`src/rtl/mem_dbus_ctrl_if.sv`:
```
// rtl/mem_dbus_ctrl_if.sv - data bus request/response interface between the MEM-stage controller and memory
//
// Signals:
//   bus_en       request valid (controller -> memory)
//   bus_wen      byte write enables, 0000 = load
//   bus_addr     physical byte address
//   bus_wdata    store data
//   bus_addr_ok  request accepted (memory -> controller)
//   bus_data_ok  response valid
//   bus_rdata    load data, qualified by bus_data_ok
// Modports: master = controller side, slave = memory side.

interface mem_dbus_ctrl_if;
    logic        bus_en;
    logic [3:0]  bus_wen;
    logic [31:0] bus_addr;
    logic [31:0] bus_wdata;
    logic        bus_addr_ok;
    logic        bus_data_ok;
    logic [31:0] bus_rdata;

    modport master (
        output bus_en, bus_wen, bus_addr, bus_wdata,
        input  bus_addr_ok, bus_data_ok, bus_rdata
    );

    modport slave (
        input  bus_en, bus_wen, bus_addr, bus_wdata,
        output bus_addr_ok, bus_data_ok, bus_rdata
    );
endinterface

```
`src/rtl/mem_dbus_ctrl.sv`:
```
// rtl/mem_dbus_ctrl.sv - MEM-stage data bus controller: one outstanding access, flush draining, load-data hold
//
// Ports:
//   clk, rst        clock (rising edge), asynchronous active-high reset
//   m_en_i          MEM-stage data access request
//   m_wen_i         byte write enables (0000 = load)
//   m_vaddr_i       virtual byte address
//   m_wdata_i       store data
//   m_excp_i        instruction carries an exception, access suppressed
//   flush_i         pipeline flush
//   pipe_stall_i    MEM/WB register held by another stall source
//   bus             data bus, master side
//   m_rdata_o       load data returned to the MEM stage
//   stall_req_o     stall request to pipeline control

module mem_dbus_ctrl #(
    parameter int RESET_PC_UNUSED = 0
) (
    input  logic                   clk,
    input  logic                   rst,
    input  logic                   m_en_i,
    input  logic [3:0]             m_wen_i,
    input  logic [31:0]            m_vaddr_i,
    input  logic [31:0]            m_wdata_i,
    input  logic                   m_excp_i,
    input  logic                   flush_i,
    input  logic                   pipe_stall_i,
    mem_dbus_ctrl_if.master        bus,
    output logic [31:0]            m_rdata_o,
    output logic                   stall_req_o
);

    typedef enum logic [2:0] {
        S_IDLE,
        S_ADDR,
        S_DATA,
        S_HOLD,
        S_DRAIN
    } state_t;

    state_t      state_q, state_d;
    logic [3:0]  wen_q,   wen_d;
    logic [31:0] addr_q,  addr_d;
    logic [31:0] wdata_q, wdata_d;
    logic [31:0] rdata_q, rdata_d;

    logic        req_valid;
    logic [31:0] paddr;

    // Reserved parameter; tied off so it carries no function.
    logic unused_cfg;
    assign unused_cfg = (RESET_PC_UNUSED != 0);

    assign req_valid = m_en_i & ~m_excp_i & ~flush_i;

    // kseg0/kseg1 fold onto the low 512 MB; everything else is identity mapped.
    assign paddr = (m_vaddr_i[31:30] == 2'b10) ? {3'b000, m_vaddr_i[28:0]} : m_vaddr_i;

    always_ff @(posedge clk or posedge rst) begin
        if (rst) begin
            state_q <= S_IDLE;
            wen_q   <= 4'b0000;
            addr_q  <= 32'h0;
            wdata_q <= 32'h0;
            rdata_q <= 32'h0;
        end else begin
            state_q <= state_d;
            wen_q   <= wen_d;
            addr_q  <= addr_d;
            wdata_q <= wdata_d;
            rdata_q <= rdata_d;
        end
    end

    always_comb begin
        state_d = state_q;
        wen_d   = wen_q;
        addr_d  = addr_q;
        wdata_d = wdata_q;
        rdata_d = rdata_q;

        unique case (state_q)
            S_IDLE: begin
                if (req_valid) begin
                    wen_d   = m_wen_i;
                    addr_d  = paddr;
                    wdata_d = m_wdata_i;
                    state_d = S_ADDR;
                end
            end

            S_ADDR: begin
                if (bus.bus_addr_ok) begin
                    if (bus.bus_data_ok) begin
                        // Zero-wait response: under flush the data is simply dropped.
                        if (flush_i) begin
                            state_d = S_IDLE;
                        end else begin
                            rdata_d = bus.bus_rdata;
                            state_d = S_HOLD;
                        end
                    end else begin
                        // Accepted but not answered: a flush must still wait it out.
                        state_d = flush_i ? S_DRAIN : S_DATA;
                    end
                end else if (flush_i) begin
                    // Not yet accepted, so the request can be withdrawn outright.
                    state_d = S_IDLE;
                end
            end

            S_DATA: begin
                if (bus.bus_data_ok) begin
                    if (flush_i) begin
                        state_d = S_IDLE;
                    end else begin
                        rdata_d = bus.bus_rdata;
                        state_d = S_HOLD;
                    end
                end else if (flush_i) begin
                    state_d = S_DRAIN;
                end
            end

            S_HOLD: begin
                // Keep the result until the MEM/WB register actually advances.
                if (!pipe_stall_i || flush_i) begin
                    state_d = S_IDLE;
                end
            end

            S_DRAIN: begin
                if (bus.bus_data_ok) begin
                    state_d = S_IDLE;
                end
            end

            default: begin
                state_d = S_IDLE;
            end
        endcase
    end

    assign bus.bus_en    = (state_q == S_ADDR);
    assign bus.bus_wen   = wen_q;
    assign bus.bus_addr  = addr_q;
    assign bus.bus_wdata = wdata_q;

    assign m_rdata_o   = rdata_q;
    assign stall_req_o = m_en_i & ~m_excp_i & (state_q != S_HOLD);

endmodule
```
`src/flat_wrapper.sv`:
```
// flat-port wrapper written by rule: the top's interface ports become plain ports
module mem_dbus_ctrl_flat 
#(
    parameter int RESET_PC_UNUSED = 0
)
  (clk, rst, m_en_i, m_wen_i, m_vaddr_i, m_wdata_i, m_excp_i, flush_i, pipe_stall_i, m_rdata_o, stall_req_o, bus_bus_en, bus_bus_wen, bus_bus_addr, bus_bus_wdata, bus_bus_addr_ok, bus_bus_data_ok, bus_bus_rdata);
  mem_dbus_ctrl_if bus_i ();
  input  logic clk;
  input  logic rst;
  input  logic m_en_i;
  input  logic [3:0] m_wen_i;
  input  logic [31:0] m_vaddr_i;
  input  logic [31:0] m_wdata_i;
  input  logic m_excp_i;
  input  logic flush_i;
  input  logic pipe_stall_i;
  output logic [31:0] m_rdata_o;
  output logic stall_req_o;
  output wire logic [$bits(bus_i.bus_en)-1:0] bus_bus_en;
  output wire logic [$bits(bus_i.bus_wen)-1:0] bus_bus_wen;
  output wire logic [$bits(bus_i.bus_addr)-1:0] bus_bus_addr;
  output wire logic [$bits(bus_i.bus_wdata)-1:0] bus_bus_wdata;
  input wire logic [$bits(bus_i.bus_addr_ok)-1:0] bus_bus_addr_ok;
  input wire logic [$bits(bus_i.bus_data_ok)-1:0] bus_bus_data_ok;
  input wire logic [$bits(bus_i.bus_rdata)-1:0] bus_bus_rdata;
  assign bus_bus_en = bus_i.bus_en;
  assign bus_bus_wen = bus_i.bus_wen;
  assign bus_bus_addr = bus_i.bus_addr;
  assign bus_bus_wdata = bus_i.bus_wdata;
  assign bus_i.bus_addr_ok = bus_bus_addr_ok;
  assign bus_i.bus_data_ok = bus_bus_data_ok;
  assign bus_i.bus_rdata = bus_bus_rdata;
  mem_dbus_ctrl #(.RESET_PC_UNUSED(RESET_PC_UNUSED)) u_core (.clk(clk), .rst(rst), .m_en_i(m_en_i), .m_wen_i(m_wen_i), .m_vaddr_i(m_vaddr_i), .m_wdata_i(m_wdata_i), .m_excp_i(m_excp_i), .flush_i(flush_i), .pipe_stall_i(pipe_stall_i), .bus(bus_i), .m_rdata_o(m_rdata_o), .stall_req_o(stall_req_o));
endmodule
```
`config.mk`:
```
export PLATFORM = sky130hd
export DESIGN_NAME = mem_dbus_ctrl_flat
export DESIGN_NICKNAME = d
export VERILOG_FILES = /design/src/rtl/mem_dbus_ctrl_if.sv /design/src/rtl/mem_dbus_ctrl.sv /design/src/flat_wrapper.sv
export SDC_FILE = /design/constraint.sdc
export NUM_CORES = 1
export LEC_CHECK = 0
export CAP_MARGIN = 20
export CELL_PAD_IN_SITES_DETAIL_PLACEMENT = 0
export CELL_PAD_IN_SITES_GLOBAL_PLACEMENT = 1
export CORE_ASPECT_RATIO = 1.75
export CORE_UTILIZATION = 33
export DETAILED_ROUTE_END_ITERATION = 12
export GPL_TIMING_DRIVEN = 0
export PLACE_DENSITY = 0.83
export SLEW_MARGIN = 25
export SYNTH_ARGS = -nofsm -noshare
export SYNTH_HDL_FRONTEND = slang
export SYNTH_SLANG_ARGS = --single-unit
export TNS_END_PERCENT = 20
```
`constraint.sdc`:
```
create_clock -name clk -period 5.6 [get_ports clk]
set_input_delay 1.12 -clock clk [delete_from_list [all_inputs] [get_ports clk]]
set_output_delay 1.12 -clock clk [all_outputs]
set_load 0.01 [all_outputs]
```
# Yosys cells after proc, flatten, opt, wreduce, memory -nomap -nowiden
# Cells that the tools add are included.
[word_totals]
reg_bits = 103
inputBits = 108
out_inout_bits = 102
elab_cells = 45
[classes]
eq_ne = 12
mux = 16
bitwise_logic = 5
n_reduce_logical = 7
[op_table]
columns = ["operator", "count"]
rows = [
  ["$mux 32", 4],
  ["$pmux 32 s2", 1],
  ["$mux 3", 9],
  ["$pmux 3 s5", 1],
  ["$eq 3x2->1 const B", 2],
  ["$ne 2x1->1 const B", 3],
  ["$ne 3x2->1 const B", 2],
  ["$reduce_and 5->1", 1],
  ["$reduce_and 2->1", 2],
  ["$and 1x1->1", 3],
  ["$eq 3x1->1 const B", 1],
  ["$eq 3x3->1 const B", 1],
  ["$logic_not 3->1", 1],
  ["$ne 3x3->1 const B", 1],
  ["$eq 2x2->1 const B", 1],
  ["$mux 2", 1],
  ["$ne 2x2->1 const B", 1],
  ["$not 1->1", 2],
  ["$reduce_bool 2->1", 1],
  ["$logic_not 1->1", 1],
  ["$logic_or 1x1->1", 1],
]

# Logic depth before layout (Yosys ltp)
[logic_depth]
ltp_word = 5
mapped_depth = 6

# Worst setup path before layout
# OpenSTA, ideal clock, no wires.
[synth_path]
path_kind = "input-to-output"
from = "input m_excp_i"
to = "output stall_req_o"
t_arrival_ps = 1490
t_required_ps = 4480
setup_slack_ps = 2990
path_stages = 2
n_path_buf = 0
cell_sequence = "nand2b_1 a31oi_1"
[synth_between]
elab_chain_cells = 3
[synth_rtl]
columns = ["item", "line_no", "text"]
rows = [
  ["from (decl)", "flat_wrapper.sv:14", "input logic m_excp_i;"],
  ["$not 1->1", "mem_dbus_ctrl.sv:150", "assign stall_req_o = m_en_i & ~m_excp_i & (state_q != S_HOLD);"],
  ["$and 1x1->1 (2 in series)", "mem_dbus_ctrl.sv:150", ""],
  ["to (decl)", "flat_wrapper.sv:18", "output logic stall_req_o;"],
]
# Every way passes these cells.

# Worst setup path in the final report
[layout_path]
from = "input m_en_i"
to = "output stall_req_o"
[layout_between]
elab_chain_cells = 2
[layout_rtl]
columns = ["item", "line_no", "text"]
rows = [
  ["from (decl)", "flat_wrapper.sv:10", "input logic m_en_i;"],
  ["$and 1x1->1 (2 in series)", "mem_dbus_ctrl.sv:150", ""],
]
# Every way passes these cells.

==> flow_summary_export.csv <==
group,metric,value,unit
critical_path,reg2reg_to,"u_core.bus.bus_wdata[16]",
synth,synth_commonest_cells,"dfrtp_1 (103), mux2_2 (97), buf_6 (9)",
floorplan,io_pins,210,
floorplan,dieWidth,85.75,um
run_status,outcome,"complete, no violations",
synth,synth.net_count,356,
routing,vias,2888,
synth,syn-cell-area,4050,um^2
synth,seq_area_frac_synth,0.6364,
clock_tree,ctsRootBufferMaster,"clkbuf_16",
clock_tree,cts_tree,"done",
global_route,antenna_found_initial,0,
critical_path,worstPathMaxFanout,2,
synth,synth_cell_types,27,
global_route,first_global_vias,3156,
critical_path,reg2reg_depth,5,
global_route,track_usage,0.1611,
placed_design,post_dp_cell_area,6381,um^2
routing,wire_per_inst,15.56,um
floorplan,start_util,0.3374,
synth,synth_top_area_frac,0.6364,
floorplan,core.rowCount,53,
power,peakVddDrop,0.0002839,V
flow_run,cap_violations,0,
critical_path,crit_family,"buffers and inverters",
synth,ys_async_sr_fraction,1.000,
critical_path,r2r_slack,3880,ps
clock_tree,clk_path_buf_depth,2,
timing,rsz0062_at_grt,"false",
critical_path,worstSetupPathType,"primary input to output port",
timing,slew_violations,0,
critical_path,r2r_start,"u_core.state_q[1]",
routing,drt_pass1_iterations,4,
layout,diodes,0,
layout,fin_nets,577,
timing,finalCritPeriodShare,0.6431,
global_route,grt_max_degree,58,
worst_hold_path,min_path_cells,1,
critical_path,cp-end-kind,"output port",
synth,synth_area_leaders,"dfrtp_1 (64%), mux2_2 (27%), buf_6 (2.5%)",
layout,post-route-cell-area,6681,um^2
timing,fmax,277.7,MHz
routing,drt_iter0_markers,53,
critical_path,required,4480,ps
worst_hold_path,hp-start,"u_core.m_rdata_o[9]",
synth,syn_inst,248,
critical_path,crit_arrival,2480,ps
global_route,grt_pass1_wl,15.68,mm
timing,timing.slew.headroom,0.6997,
synth,yosysMostFrequentCell,"dfrtp_1",
layout,syn2layout_area_growth,64.97,%
power,cellPowerDensity,517.0,nW/um^2
power,fin_total_pwr,3.454,mW
clock_tree,clock_latency,340,ps
placed_design,port_buffers,209,
routing,ant_nets,0,
critical_path,path_buf_inv,2,
routing,drc,0,
synth,synth_edf_count,0,
timing,worst_pin_slew,450.5,ps
critical_path,cp_slowest_cell,"clkdlybuf4s50_1",
clock_tree,cts_hold_buf,0,
power,p_leak,2.827,nW
global_route,globalRouteOverflowTotal,0,
critical_path,slowest_delay,560,ps
floorplan,core-area,12000,um^2
clock_tree,cts.htree.levels,3,
synth,synth_ff_type,"dfrtp_1",
clock_tree,post_cts_buffers,0,
layout,fillers,1037,
worst_hold_path,hold_end,"u_core.m_rdata_o[9]",
timing,period_needed,3602,ps
timing,fin_worst_skew,8.305,ps
layout,drive_above_1_share,0.2743,
critical_path,path_cells,"clkdlybuf4s50_1 > nand2b_1 > a31oi_1 > clkdlybuf4s50_1",
timing,finalHoldViolCount,0,
timing,setup_tns,0,ps
clock_tree,numCtsBuffers,9,
critical_path,crit_top_cell,"clkdlybuf4s50_1",
synth,avgSynthCellArea,16.33,um^2
clock_tree,cts.sinks,103,
placed_design,dp_hpwl,7.743,mm
critical_path,cp-start-kind,"primary input",
floorplan,die_area,12740,um^2
floorplan,dieHeight,148.6,um
placed_design,place_congestion,0.7313,
clock_tree,clkTransAtPathRegs,60,ps
synth,ys_warn_count,0,
timing,setup_viol,0,
clock_tree,cts_resized,0,
routing,drt-total-wl,9.944,mm
worst_hold_path,hold_class,"flip-flop to flip-flop",
routing,via_per_inst,4.520,
synth,yosysTopAreaCell,"dfrtp_1",
synth,ys_ff_latch,103,
-- power breakdown --
| part | internal (mW) | leakage (nW) | switching, mW |
|---|---|---|---|
| Combinational | 0.998 | 1.44 | 0.542 |
| Sequential | 1.11 | 1.24 | 0.182 |
| Clock | 0.335 | 0.146 | 0.286 |
-- placed cells by master (no fill, tap or decap), types with 2 or more instances in the layout --
cell type | Yosys | layout
nand2_1 | 4 | 4
clkbuf_16 | 0 | 9
dfrtp_1 | 103 | 103
inv_6 | 0 | 2
inv_8 | 0 | 2
clkdlybuf4s50_1 | 0 | 209
nand2b_1 | 3 | 3
clkbuf_8 | 1 | 3
a31oi_1 | 2 | 2
inv_1 | 5 | 4
buf_6 | 9 | 9
mux2_2 | 97 | 97
o211ai_1 | 2 | 2
nor3_1 | 2 | 2
o21ai_0 | 4 | 4
-- flip-flops by register name, indices dropped and copies added, names as in the netlist --
| signal | flops |
|---|---|
| u_core.bus.bus_wen | 4 |
| u_core.m_rdata_o | 32 |
| u_core.bus.bus_addr | 32 |
| u_core.state_q | 3 |
| u_core.bus.bus_wdata | 32 |
-- logic make-up (layout without fill, tap and decap cells) --
kind of cell    after synthesis  count (layout)  synth area share
buf+inv                      16             242           0.03491
flops                       103             103            0.6364
compound gates               13              13           0.02101
mux                          99              99            0.2749
simple gates                 17              17           0.03274
-- how the worst max path moves through the flow --
stage | end | cells past startpoint | slack, ps | start
after floorplan | u_core.bus.bus_addr[0] | 1 | 1780 | rst
after global placement | u_core.bus.bus_wdata[24] | 2 | 290 | rst
after detailed placement | stall_req_o | 4 | 1980 | m_en_i
after CTS | stall_req_o | 4 | 1980 | m_en_i
after global routing | stall_req_o | 4 | 1950 | m_en_i
final | stall_req_o | 4 | 2000 | m_en_i
-- routing by layer --
layer / GRT usage / up-vias / part of all wire
met5: 0 / - / 0
li1: - / 1312 / -
met2: 0.3080 / 137 / 0.58
met4: 0.07333 / 0 / 0.029
met1: 0.1533 / 1421 / 0.33
met3: 0.04939 / 18 / 0.067
-- worst reg2reg max path, stage by stage, from the launching register on --
cell and delay, ps:
dfrtp_1 360, buf_4 160, nor2_1 270, nand4b_4 280, clkbuf_8 260, mux2_2 270
-- area by class of cell --
type,count,area (um^2),area share
sequential,103,2577,0.3858
timing repair buffer,210,2120,0.3172
multi-input combinational,129,1331,0.1993
clock buffer,11,252.7,0.03783
tap,165,206.4,0.03090
buffer,11,122.6,0.01835
clock inverter,5,47.55,0.007116
inverter,5,23.77,0.003558
-- stage by stage --
stage	hold slack (ps)	std cells	setup WS, ps	utilization
after floorplan	510.4	248	1776	-
after global placement	472.1	622	286.3	0.5289
after detailed placement	483.0	623	1983	0.5316
after CTS	497.4	639	1979	0.5567
after global routing	503.9	639	1951	0.5567
final	493.4	639	1998	0.5567
No activity file was read; power rests on OpenSTA's default activity.
